===== src/rtl/qam_demodulation.sv =====
// ---------------------------------------------------------------------------
// qam_demodulation
//
// Takes 16-QAM symbol decisions (2 in-phase bits, 2 quadrature bits),
// serialises them into a 1 bit/clk stream, and runs a synchronisation
// checker on that stream.
//
// The checker expects the 7-bit m-sequence s(n+3) = s(n) XOR s(n+1).
// It hunts for a non-zero seed and confirms a run of correct predictions.
// It then flywheels in LOCK, counting mismatches and dropping lock when too
// many land in one window.
//
// Ports
//   clk        : system clock, all state changes on the rising edge
//   rst        : asynchronous, active-low reset
//   SigI[1:0]  : in-phase symbol bits
//   SigQ[1:0]  : quadrature symbol bits
//   sym_valid  : SigI/SigQ carry a symbol this cycle
//   sym_ready  : a symbol is accepted this cycle if sym_valid is also high
//   ser_bit    : recovered serial bit (SigI[1], SigI[0], SigQ[1], SigQ[0])
//   ser_valid  : ser_bit is valid this cycle
//   locked     : checker is in LOCK (registered)
//   bit_err    : one-cycle pulse, prediction mismatch seen while locked
//   err_total  : saturating count of bit_err pulses
// ---------------------------------------------------------------------------
module qam_demodulation #(
    parameter int LOCK_CNT = 7,
    parameter int LOSS_ERR = 3,
    parameter int WIN      = 15
) (
    input  logic        clk,
    input  logic        rst,
    input  logic [1:0]  SigI,
    input  logic [1:0]  SigQ,
    input  logic        sym_valid,
    output logic        sym_ready,
    output logic        ser_bit,
    output logic        ser_valid,
    output logic        locked,
    output logic        bit_err,
    output logic [15:0] err_total
);

    localparam int MATCH_W = (LOCK_CNT > 1) ? $clog2(LOCK_CNT + 1) : 1;
    localparam int WIN_W   = (WIN > 1) ? $clog2(WIN) : 1;
    localparam int ERR_W   = (LOSS_ERR > 1) ? $clog2(LOSS_ERR + 1) : 1;

    typedef enum logic [1:0] {
        HUNT  = 2'd0,
        CHECK = 2'd1,
        LOCK  = 2'd2
    } state_t;

    // Serialiser state
    logic               ready_en;
    logic [2:0]         shift_buf;
    logic [1:0]         shift_rem;

    // Checker state and next-state values
    state_t             state, state_n;
    logic [2:0]         hist, hist_n;
    logic [1:0]         fill_cnt, fill_n;
    logic [MATCH_W-1:0] match_cnt, match_n;
    logic [WIN_W-1:0]   win_cnt, win_n;
    logic [ERR_W-1:0]   win_err, werr_n;
    logic               bit_err_n;
    logic [15:0]        err_total_n;
    logic               predict;
    logic               win_wrap;

    // The serialiser can take a new symbol once the first three bits of the
    // current one have left, which makes back-to-back symbols gap-free.
    // ready_en holds sym_ready low until the first clock after reset.
    assign sym_ready = ready_en && (shift_rem == 2'd0);

    // Serialiser: the first bit (SigI[1]) is registered straight onto
    // ser_bit at acceptance, and the remaining three bits wait in shift_buf.
    // shift_rem counts how many of those remaining bits are still queued.
    always_ff @(posedge clk or negedge rst) begin
        if (!rst) begin
            ready_en  <= 1'b0;
            shift_buf <= 3'b000;
            shift_rem <= 2'd0;
            ser_bit   <= 1'b0;
            ser_valid <= 1'b0;
        end else begin
            ready_en <= 1'b1;
            if (sym_valid && sym_ready) begin
                ser_bit   <= SigI[1];
                ser_valid <= 1'b1;
                shift_buf <= {SigI[0], SigQ};
                shift_rem <= 2'd3;
            end else if (shift_rem != 2'd0) begin
                ser_bit   <= shift_buf[2];
                ser_valid <= 1'b1;
                shift_buf <= {shift_buf[1:0], 1'b0};
                shift_rem <= shift_rem - 2'd1;
            end else begin
                ser_bit   <= 1'b0;
                ser_valid <= 1'b0;
            end
        end
    end

    // The prediction follows the sequence recurrence, with hist[2] oldest.
    // The window wraps on the bit whose counter value is WIN-1.
    assign predict  = hist[2] ^ hist[1];
    assign win_wrap = (win_cnt == WIN_W'(WIN - 1));

    // Checker next-state logic. Nothing moves on cycles without a serial bit.
    // In LOCK the history is fed from the prediction (flywheel), so a
    // corrupted bit never pollutes later predictions. A loss of lock wins
    // over a simultaneous window wrap. An error on the wrapping bit that
    // does not cause loss is retired along with the window it ends.
    always_comb begin
        state_n     = state;
        hist_n      = hist;
        fill_n      = fill_cnt;
        match_n     = match_cnt;
        win_n       = win_cnt;
        werr_n      = win_err;
        bit_err_n   = 1'b0;
        err_total_n = err_total;

        if (ser_valid) begin
            unique case (state)
                HUNT: begin
                    hist_n = {hist[1:0], ser_bit};
                    if (fill_cnt != 2'd3) begin
                        fill_n = fill_cnt + 2'd1;
                    end
                    if ((fill_cnt >= 2'd2) && (hist_n != 3'b000)) begin
                        state_n = CHECK;
                        match_n = '0;
                    end
                end
                CHECK: begin
                    hist_n = {hist[1:0], ser_bit};
                    if (ser_bit == predict) begin
                        if (match_cnt == MATCH_W'(LOCK_CNT - 1)) begin
                            state_n = LOCK;
                            match_n = '0;
                            win_n   = '0;
                            werr_n  = '0;
                        end else begin
                            match_n = match_cnt + MATCH_W'(1);
                        end
                    end else begin
                        state_n = HUNT;
                        fill_n  = 2'd0;
                        match_n = '0;
                    end
                end
                LOCK: begin
                    hist_n = {hist[1:0], predict};
                    win_n  = win_wrap ? '0 : (win_cnt + WIN_W'(1));
                    if (ser_bit != predict) begin
                        bit_err_n = 1'b1;
                        if (err_total != 16'hFFFF) begin
                            err_total_n = err_total + 16'd1;
                        end
                        if (win_err == ERR_W'(LOSS_ERR - 1)) begin
                            state_n = HUNT;
                            fill_n  = 2'd0;
                            match_n = '0;
                            win_n   = '0;
                            werr_n  = '0;
                        end else if (win_wrap) begin
                            werr_n = '0;
                        end else begin
                            werr_n = win_err + ERR_W'(1);
                        end
                    end else if (win_wrap) begin
                        werr_n = '0;
                    end
                end
                default: begin
                    state_n = HUNT;
                    fill_n  = 2'd0;
                    match_n = '0;
                    win_n   = '0;
                    werr_n  = '0;
                end
            endcase
        end
    end

    // Checker registers. locked is registered from the next state so that it
    // rises on the same edge that enters LOCK.
    always_ff @(posedge clk or negedge rst) begin
        if (!rst) begin
            state     <= HUNT;
            hist      <= 3'b000;
            fill_cnt  <= 2'd0;
            match_cnt <= '0;
            win_cnt   <= '0;
            win_err   <= '0;
            bit_err   <= 1'b0;
            err_total <= 16'd0;
            locked    <= 1'b0;
        end else begin
            state     <= state_n;
            hist      <= hist_n;
            fill_cnt  <= fill_n;
            match_cnt <= match_n;
            win_cnt   <= win_n;
            win_err   <= werr_n;
            bit_err   <= bit_err_n;
            err_total <= err_total_n;
            locked    <= (state_n == LOCK);
        end
    end

endmodule


===== config.mk =====
export PLATFORM = sky130hd
export DESIGN_NAME = qam_demodulation
export DESIGN_NICKNAME = d
export VERILOG_FILES = /design/src/rtl/qam_demodulation.sv
export SDC_FILE = /design/constraint.sdc
export NUM_CORES = 1
export LEC_CHECK = 0
export ABC_AREA = 1
export ABC_CLOCK_PERIOD_IN_PS = 2100
export CAP_MARGIN = 20
export CORE_MARGIN = 5
export CORE_UTILIZATION = 30
export DETAILED_ROUTE_END_ITERATION = 10
export SYNTH_ARGS = -nofsm -noshare
export SYNTH_HDL_FRONTEND = slang
export SYNTH_SLANG_ARGS = --single-unit
export TNS_END_PERCENT = 50

===== constraint.sdc =====
create_clock -name clk -period 2.1 [get_ports clk]
set_input_delay 0.42 -clock clk [delete_from_list [all_inputs] [get_ports clk]]
set_output_delay 0.42 -clock clk [all_outputs]
set_load 0.02 [all_outputs]

* Word-level counts from Yosys, hierarchy flattened
Cells that the tools add are included.
** Storage, ports and cells
- Bits in registers :: 42
- Input bits :: 7
- Output and inout bits :: 21
- Word-level logic and storage cells :: 100
** Operators by class
- Add/subtract/negate cells :: 6
- Magnitude comparators :: 1
- Eq/ne operators :: 18
- Mux-type cells :: 43
- Bitwise operators :: 2
- Reduce and logical (&&, ||, !) cells :: 16
** Operators with widths (number)
- two-way mux 2 bit :: 18
- two-way mux 3 bit :: 7
- two-way mux 4 bit :: 5
- one-hot mux 2 bit (3 select lines) :: 3
- adder 16 x 1 -> 16 bit, second input constant :: 1
- inequality test 16 bit, second input constant :: 1
- inequality test 2 bit, second input constant :: 8
- one-hot mux 4 bit (3 select lines) :: 1
- AND reduction 4 bit :: 3
- AND reduction 5 bit :: 2
- one-hot mux 3 bit (3 select lines) :: 1
- two-way mux 1 bit :: 7
- == test 2 bit, second input constant :: 3
- one-hot mux 3 bit (2 select lines) :: 1
- nonzero test 2 bit :: 3
- adder 2 x 1 -> 2 bit, second input constant :: 2
- adder 4 x 1 -> 4 bit, second input constant :: 1
- == test 4 bit, second input constant :: 1
- logical NOT 2 bit :: 2
- adder 3 x 1 -> 3 bit, second input constant :: 1
- == test 3 bit, second input constant :: 1
- logical AND 1 bit :: 3
- inequality test 3 bit, second input constant :: 1
- nonzero test 3 bit :: 1
- other kinds (9) :: 9

* Logic depth before layout (Yosys ltp)
Gate-level depths: netlist of run 1.
- Depth in word-level cells :: 6
- Mapped depth :: 11
- Depth with buffers taken out :: 11

* Worst setup path before layout of run 1
OpenSTA, ideal clock, no wires.
- Path kind :: register to register
- From :: register err_total[1]
- To :: register err_total[14]
- Library setup time :: 0.116 ns
- Data arrival time :: 1.609 ns
- Data required time :: 1.984 ns
- Setup slack :: 0.375 ns
- Cell stages (with the launch flop) :: 12
- Path buffers :: 1
- Clock period less this slack :: 1.725 ns
- Cells stage by stage :: dfrtp_1 > ha_1 > nand3_2 > nor2_4 > nand2_4 > nor2_4 > nand2_2 > nand2_4 > inv_4 > buf_6 > nand2_1 > nand2_1
** Between the ends
- Word-level cells in the longest chain between the ends :: 2
- Elaborated cells between the ends (all ways) :: 3
- Those cells by class :: add/sub (1); eq/ne (1); reduce/logical (1)
** Ends and longest elaborated chain
- from (decl) :: RTL line 41 : output logic [15:0] err_total
- from (signal assigned) :: RTL line 209 : err_total <= err_total_n;
- parallel branches: the longest is 2 deep, another holds adder 16 x 1 -> 16 bit
Parallel ways; which one is timed is not known.
A chain may end at the register's enable or synchronous reset.

* Final worst setup path of run 1
- From :: register shift_rem[0]
- To :: output sym_ready
** Between the ends
- Word-level cells in the longest chain between the ends :: 2
** Ends and longest elaborated chain
- from (decl) :: RTL line 57 : logic [1:0] shift_rem;
- from (signal assigned) :: RTL line 97 : shift_rem <= shift_rem - 2'd1;
- logical NOT 2 bit :: RTL line 74 : assign sym_ready = ready_en && (shift_rem == 2'd0);
- logical AND 1 bit :: RTL line 74
- to (decl) :: RTL line 36 : output logic sym_ready,
No other way between the ends.

==> impl_results.md, run 1 <==
- Pleak: around 0.0014 uW
- Vias per cell: ~4.4
- PwrDens: roughly 1200 nW/um^2
- Post-CTS Hold Buffers: 0
- CTS Buf Count: 5
- Area leader, netlist: dfrtp_1
- Largest net degree at the start of global routing: 34
- XOR/XNOR share of the synthesized area: 0.0604
- Num Clock Sinks: 42
- Synth Area in Simple Gates: 0.310
- Most frequent cell after synthesis: nand2_1
- Synth warn: 0
- Slew headroom: 0.509
- Antenna Nets Post-Route: 0
- Post-synthesis mux area share: 0
- Diodes inserted: 0
- Die ar.: between 9000 and 10000 sq um
- DIE WIDTH: slightly below 100 um
- Total Wirelength: 4.56 mm
- CTS tree: yes
- Worst vdd ir: around 0.56 mV
- Clock skew: ~7.9 ps
- Initial drt markers: 40
- Main combinational cell family by area after synthesis: simple AND/OR/NAND/NOR gates
- Final std cells w/o fill: ~430
- CP Max Fanout: 5
- Num ports: 28
- Post-synth top area share: 0.453
- Fin nets: 345
- Critical Path AT: about 1400 ps
- Worst setup margin: roughly 270 ps
- Worst Reg-to-Reg Cells: 10
- Initial antenna violation count: 0
- Remaining routing DRC violations: 0
- Synth area leaders: dfrtp_1 45%, nand2_1 18%, inv_1 5.3%, nand3_1 3.9%, ha_1 3.8%
- Vias in the first global route: between 1500 and 2000
- Dpl cells: about 430
- Register area share after synthesis: 0.453
- RSZ-0062 raised after global routing: false
- GR Util All Layers: 0.101
- Crit share post-route: 0.873
- Number of synthesized flops with an enable pin: 0
- Clk buf depth: 2
- Area Overhead vs Synth: 20.5%
- R2R Path End: err_total[15]
- Routed via count: roughly 1900
- Wire length per cell: about 11 um
- DP HPWL: approximately 3.3 mm
- Crit Path Class: reg2out
- Synth cell types: 25
- Initial core utilization: 0.304
- Setup-failing EPs final: 0
- Rows: 32
- Placer Congestion: around 0.74
- Max Slew Vio Count: 0
- Worst skew pair latency: between 200 and 300 ps
- Core Region: ~7600 sq um
- Min Tclk post-route: roughly 1800 ps
- CTS H-tree lvls: 2
- Hold violation count in the final report: 0
- Syn Nets: between 300 and 400
- Slew @ Worst Pin: 736 ps
- GR Overflow Total: 0
- Max Clk Rate: roughly 0.55 GHz
- Compound-Gate Fraction of Synth Area: 0.0685
- Crit path required time: about 1700 ps
- Share of cells above drive strength 1: 0.0663
- Root Buffer: clkbuf_8
- First-pass GRT wire length: around 8.3 mm
- Fraction of registers with async set/reset: 1.00
- Post-synthesis adder-cell area fraction: 0.0377
- Ys flop type: dfrtp_1
- Worst setup SP type: flop
- Seq cells post-synth: 42
- Synth top cells by count: 111 x nand2_1, 42 x dfrtp_1, 33 x inv_1
- Status: complete, no violations
- Number of I/O port buffers: 27
- Register-to-register setup slack: about 330 ps
- Pre-CTS WS: 305 ps
- Clock-pin slew on the worst setup and hold paths: around 80 ps
- Die Y: approximately 98 um
- DRT Pass-1 Iters: 4
- Syn Inst Count: about 300
- Setup TNS: 0 ps
- Worst Hold Class: in2async
- FF-to-FF Start: err_total[1]
- Syn avg cell area: roughly 7.8 sq um
- Synthesized area: 2320 sq um
- Crit. End Element: output pin
- Max Cap Viol: 0
- Design Power: between 3000 and 4000 uW
-- worst max-delay path by stage --
| stage | from | end | slack [ps] | cells past startpoint |
|---|---|---|---|---|
| 2_1_floorplan | err_total[1] | err_total[14] | 370 | 11 |
| 3_3_place_gp | shift_rem[0] | sym_ready | 330 | 5 |
| 3_5_place_dp | shift_rem[0] | sym_ready | 300 | 5 |
| 4_1_cts | shift_rem[0] | sym_ready | 240 | 5 |
| 5_1_grt | err_total[1] | err_total[5] | 120 | 10 |
| 6_report | shift_rem[0] | sym_ready | 270 | 5 |
-- state kept, by name (all words and copies together), names as in the netlist, 2 cells and up --
register   flops
shift_rem      2
state          2
win_err        2
fill_cnt       2
err_total     16
match_cnt      3
shift_buf      3
win_cnt        4
hist           3
-- stage by stage --
step	utilization	cell area (sq um)	hold slack, ps
after global routing	0.366	2800	242
final	0.366	2800	185
after floorplan	-	2320	124
after CTS	0.366	2800	206
after detailed placement	0.354	2710	477
after global placement	0.354	2710	464
-- layer usage --
metal / up-vias / GRT usage / routed length (um)
met5: - / 0 / 0
met4: 0 / 0.0288 / 46
met3: 5 / 0.0207 / 104
met2: 25 / 0.170 / 2110
met1: 855 / 0.133 / 2300
li1: 1003 / - / -
-- kinds of logic (layout without fill, tap and decap cells) --
kind of cell,count (synthesis),in the layout
AOI/OAI and AO/OA,29,29
xor gates and xnor gates,16,16
adders and majority gates,7,7
buffers and inverters,38,73
DFF,42,42
other,1,1
and+or+nand+nor,164,164
-- worst max-delay path: stages (launching register included) --
cell           delay [ps]
dfrtp_1               360
inv_1                  80
ha_1                  230
nand2_1                70
inv_1                  60
dlygate4sd2_1         330
-- what timing repair did --
action	4_1_cts	5_1_grt
resized for setup	1	0
setup buffers	0	0
endpoints found under the setup margin	1	0
-- area by class of cell --
| cell class | instances | area (sq um) |
|---|---|---|
| clock inverters | 1 | 5.00 |
| clock buffers | 7 | 86.3 |
| flip-flops and latches | 42 | 1050 |
| inverters | 36 | 138 |
| well taps | 102 | 128 |
| fillers | 794 | 4850 |
| multi-input cells | 217 | 1110 |
| repair buffers | 29 | 279 |
-- cells in the final DEF (no fill, tap or decap), drive strengths merged, types with 7 or more instances in the layout --
cell type / count
inv: 36
dfrtp: 42
clkdlybuf4s50: 25
clkbuf: 7
nand2: 115
xnor2: 7
o21ai: 16
nor3: 8
xor2: 9
ha: 7
a21oi: 8
nand3: 19
nor2: 19
-- power by group --
part	switching, uW	leakage (uW)	total [uW]	internal, uW
Clock	275	0.0000482	541	266
Sequential	201	0.000551	1240	1030
Combinational	1030	0.000785	1570	542
No activity file was read; power rests on OpenSTA's default activity.
==> run 2: changes to the inputs <==
--- a/config.mk
+++ b/config.mk
@@ -9,4 +9,5 @@
 export ABC_CLOCK_PERIOD_IN_PS = 2100
 export CAP_MARGIN = 20
+export CORE_ASPECT_RATIO = 1.75
 export CORE_MARGIN = 5
 export CORE_UTILIZATION = 30
==> constraint.sdc (replaced) <==
create_clock -name clk -period 2.1 [get_ports clk]
set_input_delay 0.42 -clock clk [delete_from_list [all_inputs] [get_ports clk]]
set_output_delay 0.42 -clock clk [all_outputs]
set_load 0.1 [all_outputs]
==> run 2 against run 1 <==
Power grew 20%. Non-clock buffer count is the same. Final area is 0.45% higher. Critical path type unchanged. Wire length up 8.8%. Combinational power grew 28%. Critical endpoint unchanged. Hold slack worse by 47 ps. Critical path depth did not move.
==> impl_results.md, run 2 (synthesized netlist as in run 1, its figures left out) <==
- Status: complete, no violations
- Most frequent cells in the layout: 111 x nand2_1, 33 x inv_1, 32 x dfrtp_1
- Critical Path AT: between 1000 and 1500 ps
- Worst setup SP type: flop
- Crit path required time: 1680 ps
- FF/Latch Area: 1060 sq um
- Pleak: 0.00143 uW
- Min Tclk post-route: approximately 1700 ps
- CTS Buf Count: 5
- Clock skew: approximately 5.9 ps
- Total Wirelength: slightly below 5 mm
- Worst vdd ir: roughly 0.84 mV
- Routed via count: ~2000
- Clock power frac: 0.191
- Die Y: between 100 and 150 um
- Root Buffer: clkbuf_16
- Antenna Nets Post-Route: 0
- Worst path slowest cell: dfrtp_1
- PwrDens: around 1400 nW/um^2
- Largest net degree at the start of global routing: 27
- WP buf/inv: 3
- Worst skew pair latency: roughly 280 ps
- GR Overflow Total: 0
- Number of I/O port buffers: 27
- Fin nets: around 350
- Num Clock Sinks: 42
- Max Slew Vio Count: 0
- Vias in the first global route: a little over 2000
- Placer Congestion: ~0.80
- Sw frac: 0.491
- Rows: 42
- Worst path cell trace: inv_1 > ha_1 > nand2_1 > inv_1 > buf_12
- Clock-pin slew on the worst setup and hold paths: 60 ps
- Wire length per cell: around 12 um
- Number of flip-flops in the largest register: 16
- Slew headroom: 0.612
- Slew @ Worst Pin: between 500 and 600 ps
- Commonest non-fill, non-tap cell in the layout: nand2_1
- Biggest regs: err_total x16, win_cnt x4
- GR Util All Layers: 0.112
- DRT Pass-1 Iters: 4
- Num ports: 28
- CTS tree: yes
- Diodes inserted: 0
- Vias per cell: around 4.6
- Remaining routing DRC violations: 0
- Max Clk Rate: around 0.58 GHz
- Initial drt markers: 80
- Setup-failing EPs final: 0
- Net Sw Power: roughly 2000 uW
- Combinational Power Share: 0.499
- Setup TNS: 0 ps
- Initial antenna violation count: 0
- Post-CTS Hold Buffers: 0
- Post-CTS setup buffers: 0
- Crit. End Element: output pin
- Fillers: 830
- Hold violation count in the final report: 0
- DIE WIDTH: 76.5 um
- CTS H-tree lvls: 2
- Clk buf depth: 2
- Cell mode on critical path: inv_1
- Core Region: between 7000 and 8000 sq um
- Biggest register: err_total
- Area of the multi-input gates: approximately 1100 sq um
- Area Overhead vs Synth: 21.0%
- Post-CTS Resized: 0
- RSZ-0062 raised after global routing: false
- Worst Hold Class: in2async
- Crit Path Class: reg2out
- Internal Power: approximately 2000 uW
- Critical path's largest stage delay: 360 ps
- First-pass GRT wire length: 8.89 mm
- DP HPWL: a little under 4 mm
- Die ar.: between 9000 and 10000 sq um
- Initial core utilization: 0.307
- CP Max Fanout: 5
- Max Cap Viol: 0
- Crit share post-route: 0.826
- Seq pwr share: 0.310
- Final Util: 0.371
- Share of cells above drive strength 1: 0.160
- CP top delay family: buffers and inverters
run 2: changes by cell type in the layout (fill, tap and decap cells not counted):
cell | before | now
buf_4 | 2 | 22
clkdlybuf4s50_1 | 25 | 5
dfrtp_1 | 42 | 32
dfrtp_2 | 0 | 10
clkbuf_16 | 0 | 5
clkbuf_8 | 6 | 1
buf_12 | 0 | 1
dlygate4sd2_1 | 1 | 0
run 2: layout make-up:
type	count	area share
inverters	36	0.0490
multi-input cells	217	0.395
flip-flops and latches	42	0.379
repair buffers	29	0.0855
well taps	88	0.0392
clock buffers	7	0.0508
clock inverters	1	0.00178
run 2: stage by stage:
| stage | worst slack, ps | total power (uW) | cells | hold WS (ps) | cell area [sq um] |
|---|---|---|---|---|---|
| after floorplan | 57.0 | 2860 | 297 | 124 | 2330 |
| after global placement | 460 | 3250 | 412 | 464 | 2660 |
| after detailed placement | 406 | 3290 | 412 | 465 | 2660 |
| after CTS | 348 | 4080 | 420 | 163 | 2810 |
| after global routing | 212 | 4390 | 420 | 192 | 2810 |
| final | 365 | 4020 | 420 | 138 | 2810 |
run 2: power by group through the flow:
stage / Sequential [uW] / Combinational [uW] / Clock (uW)
after global placement: 1250 / 2000 / 0
after floorplan: 1690 / 1170 / 0
after CTS: 1250 / 2040 / 792
after global routing: 1280 / 2280 / 827
after detailed placement: 1260 / 2030 / 0
final: 1250 / 2010 / 767
run 2: path summary, 6_finish.rpt:
kind                              startpoint             to  slack (ps)  cells after the start
worst max-delay path            shift_rem[0]      sym_ready         360                      5
worst min-delay path                     rst  err_total[12]         140                      1
worst max register to register  err_total[1]   err_total[4]         420                     10
worst min register to register    win_err[1]     win_err[1]         490                      2
max in group asynchronous                rst     win_err[1]        1390                      2
min in group clk                  win_err[1]     win_err[1]         490                      2
run 2: layer usage:
| layer | vias up | share of wire | global-route usage |
|---|---|---|---|
| met3 | 8 | 0.019 | 0.0199 |
| li1 | 1004 | - | - |
| met5 | - | 0 | 0 |
| met2 | 22 | 0.56 | 0.213 |
| met4 | 0 | 0.026 | 0.0536 |
| met1 | 916 | 0.40 | 0.115 |
run 2: worst reg2reg max path, delay by kind of cell (launching register included):
kind                     cells  cell delay (ps)
buffers and inverters        1              100
flip-flops                   1              390
AND/OR/NAND/NOR              8              870
adder cells (fa/ha/maj)      1              200
